$ cat config.mk
export PLATFORM = sky130hd
export DESIGN_NAME = sipo_capture_register
export DESIGN_NICKNAME = d
export VERILOG_FILES = /design/src/rtl/sipo_capture_register.sv
export SDC_FILE = /design/constraint.sdc
export NUM_CORES = 1
export LEC_CHECK = 0
export CORE_MARGIN = 10
export CORE_UTILIZATION = 40
export DETAILED_ROUTE_END_ITERATION = 8
export GPL_TIMING_DRIVEN = 0
export PLACE_DENSITY = 0.56
export SLEW_MARGIN = 20
export SYNTH_ARGS = -nofsm -noshare
export SYNTH_HDL_FRONTEND = slang
export SYNTH_SLANG_ARGS = --single-unit
$ cat constraint.sdc
create_clock -name clkIn -period 3.6 [get_ports clkIn]
set_input_delay 0.36 -clock clkIn [delete_from_list [all_inputs] [get_ports clkIn]]
set_output_delay 0.36 -clock clkIn [all_outputs]
set_load 0.02 [all_outputs]
$ cat src/rtl/sipo_capture_register.sv
// Serial-in/parallel-out capture stage: samples bitIn once per divided tick, LSB first.
// Optional even-parity sample after the data bits when SIPO_PARITY_EN is defined.
module sipo_capture_register #(
   parameter int unsigned WIDTH = 8,
   parameter int unsigned DIV   = 100000000
) (
   input  logic             clkIn,
   input  logic             rstN,
   input  logic             bitIn,
   input  logic             start,
   output logic [WIDTH-1:0] regOut,
   output logic             valid,
   output logic             busy,
   output logic             tickOut,
   output logic             overrun,
   output logic             parityErr
);

`ifdef SIPO_PARITY_EN
   localparam int unsigned NSAMP = WIDTH + 1;
`else
   localparam int unsigned NSAMP = WIDTH;
`endif
   localparam int unsigned CNT_W = $clog2(DIV);
   localparam int unsigned BC_W  = $clog2(NSAMP + 1);

   typedef enum logic [1:0] {
      ST_IDLE  = 2'd0,
      ST_ARMED = 2'd1,
      ST_SHIFT = 2'd2
   } state_e;

   state_e             state_q, state_d;
   logic [CNT_W-1:0]   cnt_q, cnt_d;
   logic [BC_W-1:0]    bit_cnt_q, bit_cnt_d;
   logic [NSAMP-1:0]   shreg_q, shreg_d;
   logic [WIDTH-1:0]   reg_out_q, reg_out_d;
   logic               valid_q, valid_d;
   logic               busy_q, busy_d;
   logic               tick_out_q, tick_out_d;
   logic               overrun_q, overrun_d;
   logic               start_prev_q;
`ifdef SIPO_PARITY_EN
   logic               par_err_q, par_err_d;
`endif

   logic               tick_c;
   logic [NSAMP-1:0]   shifted_c;

   // Divider, capture FSM and output updates
   always_comb begin
      state_d    = state_q;
      cnt_d      = cnt_q;
      bit_cnt_d  = bit_cnt_q;
      shreg_d    = shreg_q;
      reg_out_d  = reg_out_q;
      valid_d    = 1'b0;
      tick_out_d = tick_out_q;
      overrun_d  = overrun_q;
`ifdef SIPO_PARITY_EN
      par_err_d  = par_err_q;
`endif
      tick_c    = (cnt_q == CNT_W'(DIV - 1));
      shifted_c = {bitIn, shreg_q[NSAMP-1:1]};

      cnt_d = tick_c ? '0 : cnt_q + CNT_W'(1);
      if (tick_c) begin
         tick_out_d = ~tick_out_q;
      end

      // Only a fresh assertion counts as overrun, so a start held from accept is benign
      if (start && !start_prev_q && (state_q != ST_IDLE)) begin
         overrun_d = 1'b1;
      end

      case (state_q)
         ST_IDLE: begin
            if (start) begin
               state_d   = ST_ARMED;
               bit_cnt_d = '0;
               cnt_d     = '0;
               shreg_d   = '0;
            end
         end
         ST_ARMED: begin
            state_d = ST_SHIFT;
         end
         ST_SHIFT: begin
            if (tick_c) begin
               shreg_d   = shifted_c;
               bit_cnt_d = bit_cnt_q + BC_W'(1);
               if (bit_cnt_q == BC_W'(NSAMP - 1)) begin
                  reg_out_d = shifted_c[WIDTH-1:0];
                  valid_d   = 1'b1;
                  state_d   = ST_IDLE;
`ifdef SIPO_PARITY_EN
                  par_err_d = ^shifted_c;
`endif
               end
            end
         end
         default: begin
            state_d = ST_IDLE;
         end
      endcase

      busy_d = (state_d != ST_IDLE);
   end

   always_ff @(posedge clkIn or negedge rstN) begin
      if (!rstN) begin
         state_q      <= ST_IDLE;
         cnt_q        <= '0;
         bit_cnt_q    <= '0;
         shreg_q      <= '0;
         reg_out_q    <= '0;
         valid_q      <= 1'b0;
         busy_q       <= 1'b0;
         tick_out_q   <= 1'b0;
         overrun_q    <= 1'b0;
         start_prev_q <= 1'b0;
`ifdef SIPO_PARITY_EN
         par_err_q    <= 1'b0;
`endif
      end else begin
         state_q      <= state_d;
         cnt_q        <= cnt_d;
         bit_cnt_q    <= bit_cnt_d;
         shreg_q      <= shreg_d;
         reg_out_q    <= reg_out_d;
         valid_q      <= valid_d;
         busy_q       <= busy_d;
         tick_out_q   <= tick_out_d;
         overrun_q    <= overrun_d;
         start_prev_q <= start;
`ifdef SIPO_PARITY_EN
         par_err_q    <= par_err_d;
`endif
      end
   end

   assign regOut  = reg_out_q;
   assign valid   = valid_q;
   assign busy    = busy_q;
   assign tickOut = tick_out_q;
   assign overrun = overrun_q;
`ifdef SIPO_PARITY_EN
   assign parityErr = par_err_q;
`else
   assign parityErr = 1'b0;
`endif

endmodule

==> flow_summary.json, run 1 <==
{
  "fin_nets": 279,
  "cts_tree": "built",
  "path_class": "reg2reg",
  "cts_resized": 0,
  "gp_congestion": 0.7672,
  "grt_pass1_vias": 1875,
  "clock_latency_ns": 0.31,
  "area_growth_pct": 13.98,
  "status": "finished, final reports clean",
  "syn_inst": 251,
  "end_kind": "flop",
  "critPathMaxFanout": 10,
  "ir_drop_mv": 0.2193,
  "ys_seq_elements": 53,
  "die_w_um": 100.7,
  "clock-sinks": 53,
  "antenna_cells": 0,
  "rows": 29,
  "synth_flop_cell": "dfrtp_1",
  "synth_top_area_share_pct": 50.91,
  "ctsHoldBuffers": 0,
  "grt_max_degree": 54,
  "drc": 0,
  "final_util_pct": 46.76,
  "io_buffers": 15,
  "drt_iter0_markers": 84,
  "root_buffer": "clkbuf_8",
  "ys_async_sr_fraction_pct": 100.0,
  "grt_pass1_wl_um": 9563,
  "synth_enable_flop_cells": 0,
  "setup_viol": 0,
  "final_common_cell": "dfrtp_1",
  "setup_slack_ns": 1.213,
  "ys_types": 38,
  "leakagePower_uw": 0.001217,
  "hp-class": "in2async",
  "period_share_pct": 66.30,
  "drive_above_1_share_pct": 9.489,
  "post_drt_wl_per_cell_um": 15.22,
  "finalHoldViolCount": 0,
  "yosysSeqAreaShare_pct": 50.91,
  "drt-pass1-iter-count": 4,
  "cp-start-kind": "flop",
  "synthesis.area_mm2": 0.002605,
  "vias": 1905,
  "core_mm2": 0.006350,
  "grt-ovfl-total": 0,
  "layout_common_cells": "dfrtp_1 (53), nand2_1 (30), nor2_1 (18)",
  "synth_area_per_cell_um2": 10.38,
  "tightest_slew_ns": 0.7400,
  "placed_cells": 343,
  "synthTopCellsByArea": "dfrtp_1 (51%), mux2_4 (4.6%), nand2_1 (4.3%)",
  "slew-limit-headroom_pct": 50.57,
  "cts_htree_levels": 2,
  "die_h_um": 100.7,
  "fmax_mhz": 419.0,
  "dp_hpwl_um": 3701,
  "power_density_mw_per_mm2": 471.7,
  "max_cap_violations": 0,
  "die-area_mm2": 0.01014,
  "yosysTopAreaCell": "dfrtp_1",
  "cp.arrival_ns": 2.56,
  "path_clk_slew_ns": 0.10,
  "finalSetupTns_ns": 0,
  "io_pins": 17,
  "reg2reg_setup_slack_ns": 1.21,
  "vias_per_cell": 5.427,
  "antenna_found_initial": 0,
  "ant_nets": 0,
  "fin_skew_ns": 0.006995,
  "clockBufferDepth": 2,
  "routed_wl_um": 5341,
  "start_util_pct": 41.02,
  "preCtsSetupSlack_ns": 1.209,
  "maxSlewViolCount": 0,
  "cts_buffers": 5,
  "grt_use_total_pct": 11.40,
  "required_ns": 3.78,
  "rsz0062_at_grt": "no",
  "finalCriticalPeriod_ns": 2.387,
  "synth_fp_nets": 257,
  "cts_setup_buffers": 0,
  "layout.cells.non_filler": 351,
  "yosysWarnings": 0
}
synth_stat cells, types with 6 or more instances:
cell	count
nand3_1	9
o31ai_1	8
a21oi_1	13
nand2_1	30
or4_1	10
mux2_4	8
xnor2_1	6
o211ai_1	11
clkbuf_1	10
nor2_1	18
nand4_1	6
o21bai_1	8
or3_1	6
dfrtp_1	53
xor2_1	8
cell families (layout without fill, tap and decap cells):
family / Yosys count / after routing / share of synthesized area, %
and+or+nand+nor: 105 / 105 / 22.77
other: 1 / 1 / 0.1440
adders and majority gates: 2 / 2 / 0.9605
xor gates and xnor gates: 14 / 14 / 4.707
DFF: 53 / 53 / 50.91
buffers and inverters: 18 / 41 / 3.170
AOI/OAI and AO/OA: 49 / 49 / 12.34
muxes: 9 / 9 / 4.995
worst paths after layout:
kind | from | end | depth (start not counted)
worst max-delay path | cnt_q[0] | cnt_q[2] | 7
worst min register to register | tickOut | tickOut | 1
worst min-delay path | rstN | cnt_q[26] | 1
worst max register to register | cnt_q[0] | cnt_q[2] | 7
min in group clkIn | tickOut | tickOut | 1
max in group asynchronous | rstN | cnt_q[6] | 1
power by group:
group	total (uW)	internal (uW)	switching (uW)	leakage, uW
sequential	724	661	62.4	0.000717
clock	427	226	201	0.0000574
combinational	249	88.4	161	0.000442
total	1400	976	425	0.00122
worst max-delay path, stage by stage, from the launching register on:
cell      delay (ns)
dfrtp_1         0.43
ha_1            0.23
and4_1          0.20
buf_4           0.15
nand4_4         0.16
o21ai_1         0.53
clkbuf_1        0.46
nor2_1          0.11
registers in the layout (all words and copies together) (netlist names):
signal        count
shreg_q           7
overrun           1
state_q           2
start_prev_q      1
cnt_q            27
tickOut           1
regOut            8
busy              1
valid             1
bit_cnt_q         4
metal layers:
| layer | vias up | routed length, um | track usage, % |
|---|---|---|---|
| li1 | 958 | - | - |
| met1 | 925 | 2527 | 14.92 |
| met2 | 16 | 2552 | 17.79 |
| met3 | 6 | 198 | 3.292 |
| met4 | 0 | 63 | 3.261 |
| met5 | - | 0 | 0 |
stage by stage:
step | hold slack, ns | total power [uW] | area, um^2
2_1_floorplan | 0.06441 | 892.0 | 2605
3_3_place_gp | 0.4635 | 988.2 | 2851
3_5_place_dp | 0.4569 | 989.5 | 2849
4_1_cts | 0.1159 | 1418 | 2969
5_1_grt | 0.1276 | 1492 | 2969
6_report | 0.08032 | 1401 | 2969
final cells by class:
class,instances,area (um^2)
sequential,53,1326
clock buffer,6,82.58
timing repair buffer,15,147.6
fill,595,3381
clock inverter,2,37.54
buffer,13,63.81
multi-input combinational,180,1196
tap,77,96.34
inverter,5,18.77
(Power assumes the default switching activity.)
==> inputs of run 2 (changes only) <==
clock period = 2.3 ns   (was 3.6 ns; I/O delays follow)
==> run 2 against run 1 <==
Net effect: worst setup slack got worse by 1.1 ns; non-clock buffer count increased by 7; power rose by 59%; register-to-register slack got worse by 1.1 ns.
==> flow_summary.json, run 2 (same netlist as run 1, synthesis figures left out) <==
{
  "worstHoldStart": "tickOut",
  "critPathMaxFanout": 9,
  "drt_iter0_markers": 106,
  "period_share_pct": 96.01,
  "fin_nets": 286,
  "gp_congestion": 0.7672,
  "ant_nets": 0,
  "antenna_cells": 0,
  "power_density_mw_per_mm2": 735.9,
  "largest_reg_flops": 27,
  "vias_per_cell": 5.433,
  "max_cap_violations": 0,
  "placed_cells": 343,
  "maxSlewViolCount": 0,
  "final_common_cell": "dfrtp_1",
  "dp_hpwl_um": 3701,
  "finalCriticalPeriod_ns": 2.208,
  "start_util_pct": 41.02,
  "io_pins": 17,
  "vias": 1945,
  "die-area_mm2": 0.01014,
  "leakagePower_uw": 0.001253,
  "crit_start": "cnt_q[1]",
  "rows": 29,
  "antenna_found_initial": 0,
  "cts_tree": "built",
  "status": "finished, final reports clean",
  "cp.arrival_ns": 2.41,
  "reg2reg_setup_slack_ns": 0.09,
  "drive_above_1_share_pct": 12.81,
  "root_buffer": "clkbuf_8",
  "cp-start-kind": "flop",
  "multi_input_area_mm2": 0.001206,
  "finalHoldViolCount": 0,
  "area_growth_pct": 16.52,
  "end_kind": "flop",
  "die_w_um": 100.7,
  "cts_buffers": 5,
  "grt_use_total_pct": 11.58,
  "ir_drop_mv": 0.3593,
  "register_area_mm2": 0.001326,
  "clock-sinks": 53,
  "regMostFlops": "cnt_q",
  "drc": 0,
  "die_h_um": 100.7,
  "path_class": "reg2reg",
  "io_buffers": 15,
  "hp-class": "reg2reg",
  "core_mm2": 0.006350,
  "grt_pass1_vias": 1921,
  "layout.cells.non_filler": 358,
  "slew-limit-headroom_pct": 49.28,
  "fin_skew_ns": 0.005979,
  "layout_common_cells": "dfrtp_1 (53), nand2_1 (30), nor2_1 (18)",
  "finalSetupTns_ns": 0,
  "cts_htree_levels": 2,
  "grt-ovfl-total": 0,
  "grt_max_degree": 54,
  "clockBufferDepth": 2,
  "finalPower_uw": 2234,
  "path_clk_slew_ns": 0.10,
  "setup_viol": 0,
  "drt-pass1-iter-count": 4,
  "clock_latency_ns": 0.31,
  "post_drt_wl_per_cell_um": 15.31,
  "routed_wl_um": 5482,
  "grt_pass1_wl_um": 9749,
  "fmax_mhz": 452.8,
  "required_ns": 2.50,
  "r2r-start": "cnt_q[1]",
  "tightest_slew_ns": 0.7593,
  "n_fill_cell": 595
}
run 2: cell types whose count changed in the layout (fill, tap and decap cells not counted):
cell,change
o21ai_2,+1
clkbuf_2,+1
ha_2,+1
or4_1,-1
ha_1,-1
or4_4,+1
buf_4,+6
dlygate4sd3_1,+1
clkbuf_1,-1
o21ai_1,-1
run 2: area by class of cell:
| type | count | share of cell area (%) |
|---|---|---|
| sequential | 53 | 43.69 |
| multi-input combinational | 180 | 39.74 |
| timing repair buffer | 22 | 6.678 |
| tap | 77 | 3.174 |
| clock buffer | 6 | 2.721 |
| buffer | 13 | 2.143 |
| clock inverter | 2 | 1.237 |
| inverter | 5 | 0.6183 |
run 2: final timing paths:
kind / to / depth (start not counted)
max in group asynchronous: cnt_q[11] / 2
min in group asynchronous: cnt_q[26] / 2
hold reg to reg: tickOut / 1
setup / recovery: regOut[1] / 7
hold / removal: tickOut / 1
setup reg to reg: regOut[1] / 7
run 2: per-stage QoR:
stage               hold slack [ns]  area [um^2]  setup WS [ns]  utilization [%]
detailed placement           0.3269         2849       -0.09081            44.87
finish                       0.4808         3035        0.09173            47.80
CTS                          0.4830         3013        0.03091            47.45
floorplan                  -0.06559         2605         0.1600                -
global placement             0.4635         2851        -0.6767            44.91
global route                 0.4961         3035      -0.003232            47.80
run 2: where the power goes:
part / total (uW) / internal [uW] / switching, uW
Combinational: 441 / 166 / 276
Sequential: 1120 / 1030 / 87.3
Clock: 670 / 354 / 316
run 2: critical path, cell delays in order (launching register included):
cell and delay, ns:
dfrtp_1 0.37, ha_2 0.20, and4_1 0.18, buf_4 0.15, nand4_4 0.15, or4_4 0.57, buf_6 0.17, mux2_4 0.29
run 2: per-layer routing:
layer | GRT usage, % | vias to the layer above | part of all wire (%) | wire length, um
met5 | 0 | - | 0 | 0
met4 | 3.261 | 0 | 1.1 | 63
met3 | 3.292 | 7 | 4.1 | 225
met2 | 18.33 | 24 | 47 | 2603
met1 | 15.00 | 942 | 47 | 2589
li1 | - | 972 | - | -
run 2: repair_timing:
item / CTS / global route
pin swaps: 1 / 0
hold endpoints to repair: 53 / 0
hold buffers: 1 / 0
gates resized for setup: 1 / 4
setup buffers: 4 / 2
setup endpoints to repair: 28 / 17
==> inputs of run 3 (changes only) <==
GPL_TIMING_DRIVEN = default   (was 0)
==> run 3 against run 2 <==
Net effect: wire length down 5.6%; sequential share of layout area up 0.64 points; utilization down 0.69 points; first-iteration DRC count down 22%; critical path type unchanged; hold slack worse by 0.036 ns; power down 3.0%; fmax up 5.2%; die area unchanged.
==> flow_summary.json, run 3 (same netlist as run 1, synthesis figures left out) <==
{
  "antenna_found_initial": 0,
  "area_growth_pct": 14.84,
  "die-area_mm2": 0.01014,
  "grt_pass1_wl_um": 9439,
  "io_buffers": 15,
  "layout.cells.non_filler": 349,
  "path_clk_slew_ns": 0.09,
  "vias": 1919,
  "clock-sinks": 53,
  "regMostFlops": "cnt_q",
  "maxSlewViolCount": 0,
  "drc": 0,
  "drt_iter0_markers": 83,
  "p_clk_share_pct": 27.8,
  "cp-start-kind": "flop",
  "post_drt_wl_per_cell_um": 14.82,
  "combPwrFrac_pct": 20.5,
  "vias_per_cell": 5.499,
  "p_seq_share_pct": 51.6,
  "setup_slack_ns": 0.2009,
  "ant_nets": 0,
  "cp.arrival_ns": 2.28,
  "antenna_cells": 0,
  "finalSetupTns_ns": 0,
  "max_cap_violations": 0,
  "rows": 29,
  "status": "finished, final reports clean",
  "cts_buffers": 5,
  "fin_skew_ns": 0.01072,
  "routed_wl_um": 5173,
  "grt_use_total_pct": 11.13,
  "placed_cells": 341,
  "drt-pass1-iter-count": 4,
  "root_buffer": "clkbuf_8",
  "drive_above_1_share_pct": 12.13,
  "dp_hpwl_um": 3521,
  "grt_max_degree": 54,
  "ir_drop_mv": 0.5036,
  "leakagePower_uw": 0.001245,
  "cts_tree": "built",
  "intPower_uw": 1531,
  "finalCriticalPeriod_ns": 2.099,
  "cts_resized": 0,
  "final_common_cell": "dfrtp_1",
  "core_mm2": 0.006350,
  "grt_pass1_vias": 1997,
  "clock_latency_ns": 0.30,
  "required_ns": 2.48,
  "p_switching_uw": 635.2,
  "critPathMaxFanout": 9,
  "fmax_mhz": 476.4,
  "largest_reg_flops": 27,
  "period_share_pct": 91.26,
  "preCtsSetupSlack_ns": 0.1949,
  "setup_viol": 0,
  "layout_common_cells": "dfrtp_1 (53), nand2_1 (30), nor2_1 (18)",
  "rsz0062_at_grt": "no",
  "die_w_um": 100.7,
  "grt-ovfl-total": 0,
  "end_kind": "flop",
  "finalHoldViolCount": 0,
  "cts_htree_levels": 2,
  "clockBufferDepth": 2,
  "hp-class": "in2async",
  "power_density_mw_per_mm2": 724.1,
  "gp_congestion": 0.7312,
  "swShare_pct": 29.32,
  "path_class": "reg2reg",
  "fin_nets": 278,
  "start_util_pct": 41.02,
  "die_h_um": 100.7,
  "io_pins": 17
}
==> run 3: layout make-up <==
type / count / area, um^2
sequential: 53 / 1326
clock buffer: 5 / 68.82
multi-input combinational: 180 / 1196
fill: 610 / 3358
timing repair buffer: 27 / 250.2
inverter: 5 / 18.77
clock inverter: 2 / 35.03
tap: 77 / 96.34
==> run 3: critical path, stage by stage (launching register included) <==
cell     delay (ns)
dfrtp_1        0.36
ha_1           0.20
and4_1         0.27
nand4_4        0.11
or4_1          0.53
buf_4          0.21
mux2_4         0.30
==> run 3: stage by stage <==
stage	instance area [um^2]	hold WS (ns)	power, uW	utilization, %
5_1_grt	2992	0.4776	2300	47.11
2_1_floorplan	2605	-0.06559	1396	-
3_3_place_gp	2878	0.2514	1583	45.32
4_1_cts	2992	0.4564	2197	47.11
6_report	2992	0.4444	2166	47.11
3_5_place_dp	2878	0.2494	1585	45.32
==> run 3: power groups by stage <==
stage	registers (uW)	clock network [uW]	logic (uW)
6_report	1120	603	445
5_1_grt	1140	661	502
4_1_cts	1120	627	451
3_5_place_dp	1140	0	448
3_3_place_gp	1130	0	448
2_1_floorplan	1130	0	262
==> run 3: timing repair <==
action                                  CTS  global route
hold buffers                              1             0
setup buffers                             0             0
hold endpoints to repair                 53             0
endpoints found under the setup margin    0             0
==> run 3: worst paths after layout <==
path                                from      endpoint  cells after the start  slack [ns]
worst max register to register  cnt_q[0]     regOut[2]                      6        0.20
max in group asynchronous           rstN      cnt_q[3]                      3        1.60
worst min-delay path                rstN     cnt_q[26]                      3        0.44
worst max-delay path            cnt_q[0]     regOut[2]                      6        0.20
min in group clkIn                 start  start_prev_q                      1        0.48
worst min register to register   tickOut       tickOut                      1        0.49
==> run 3: per-layer routing <==
metal,global-route usage (%),share of wire [%],vias to the layer above
met5,0,0,-
met4,3.804,1.3,0
met3,3.292,3.4,6
met2,17.84,48,16
met1,13.88,47,945
li1,-,-,952
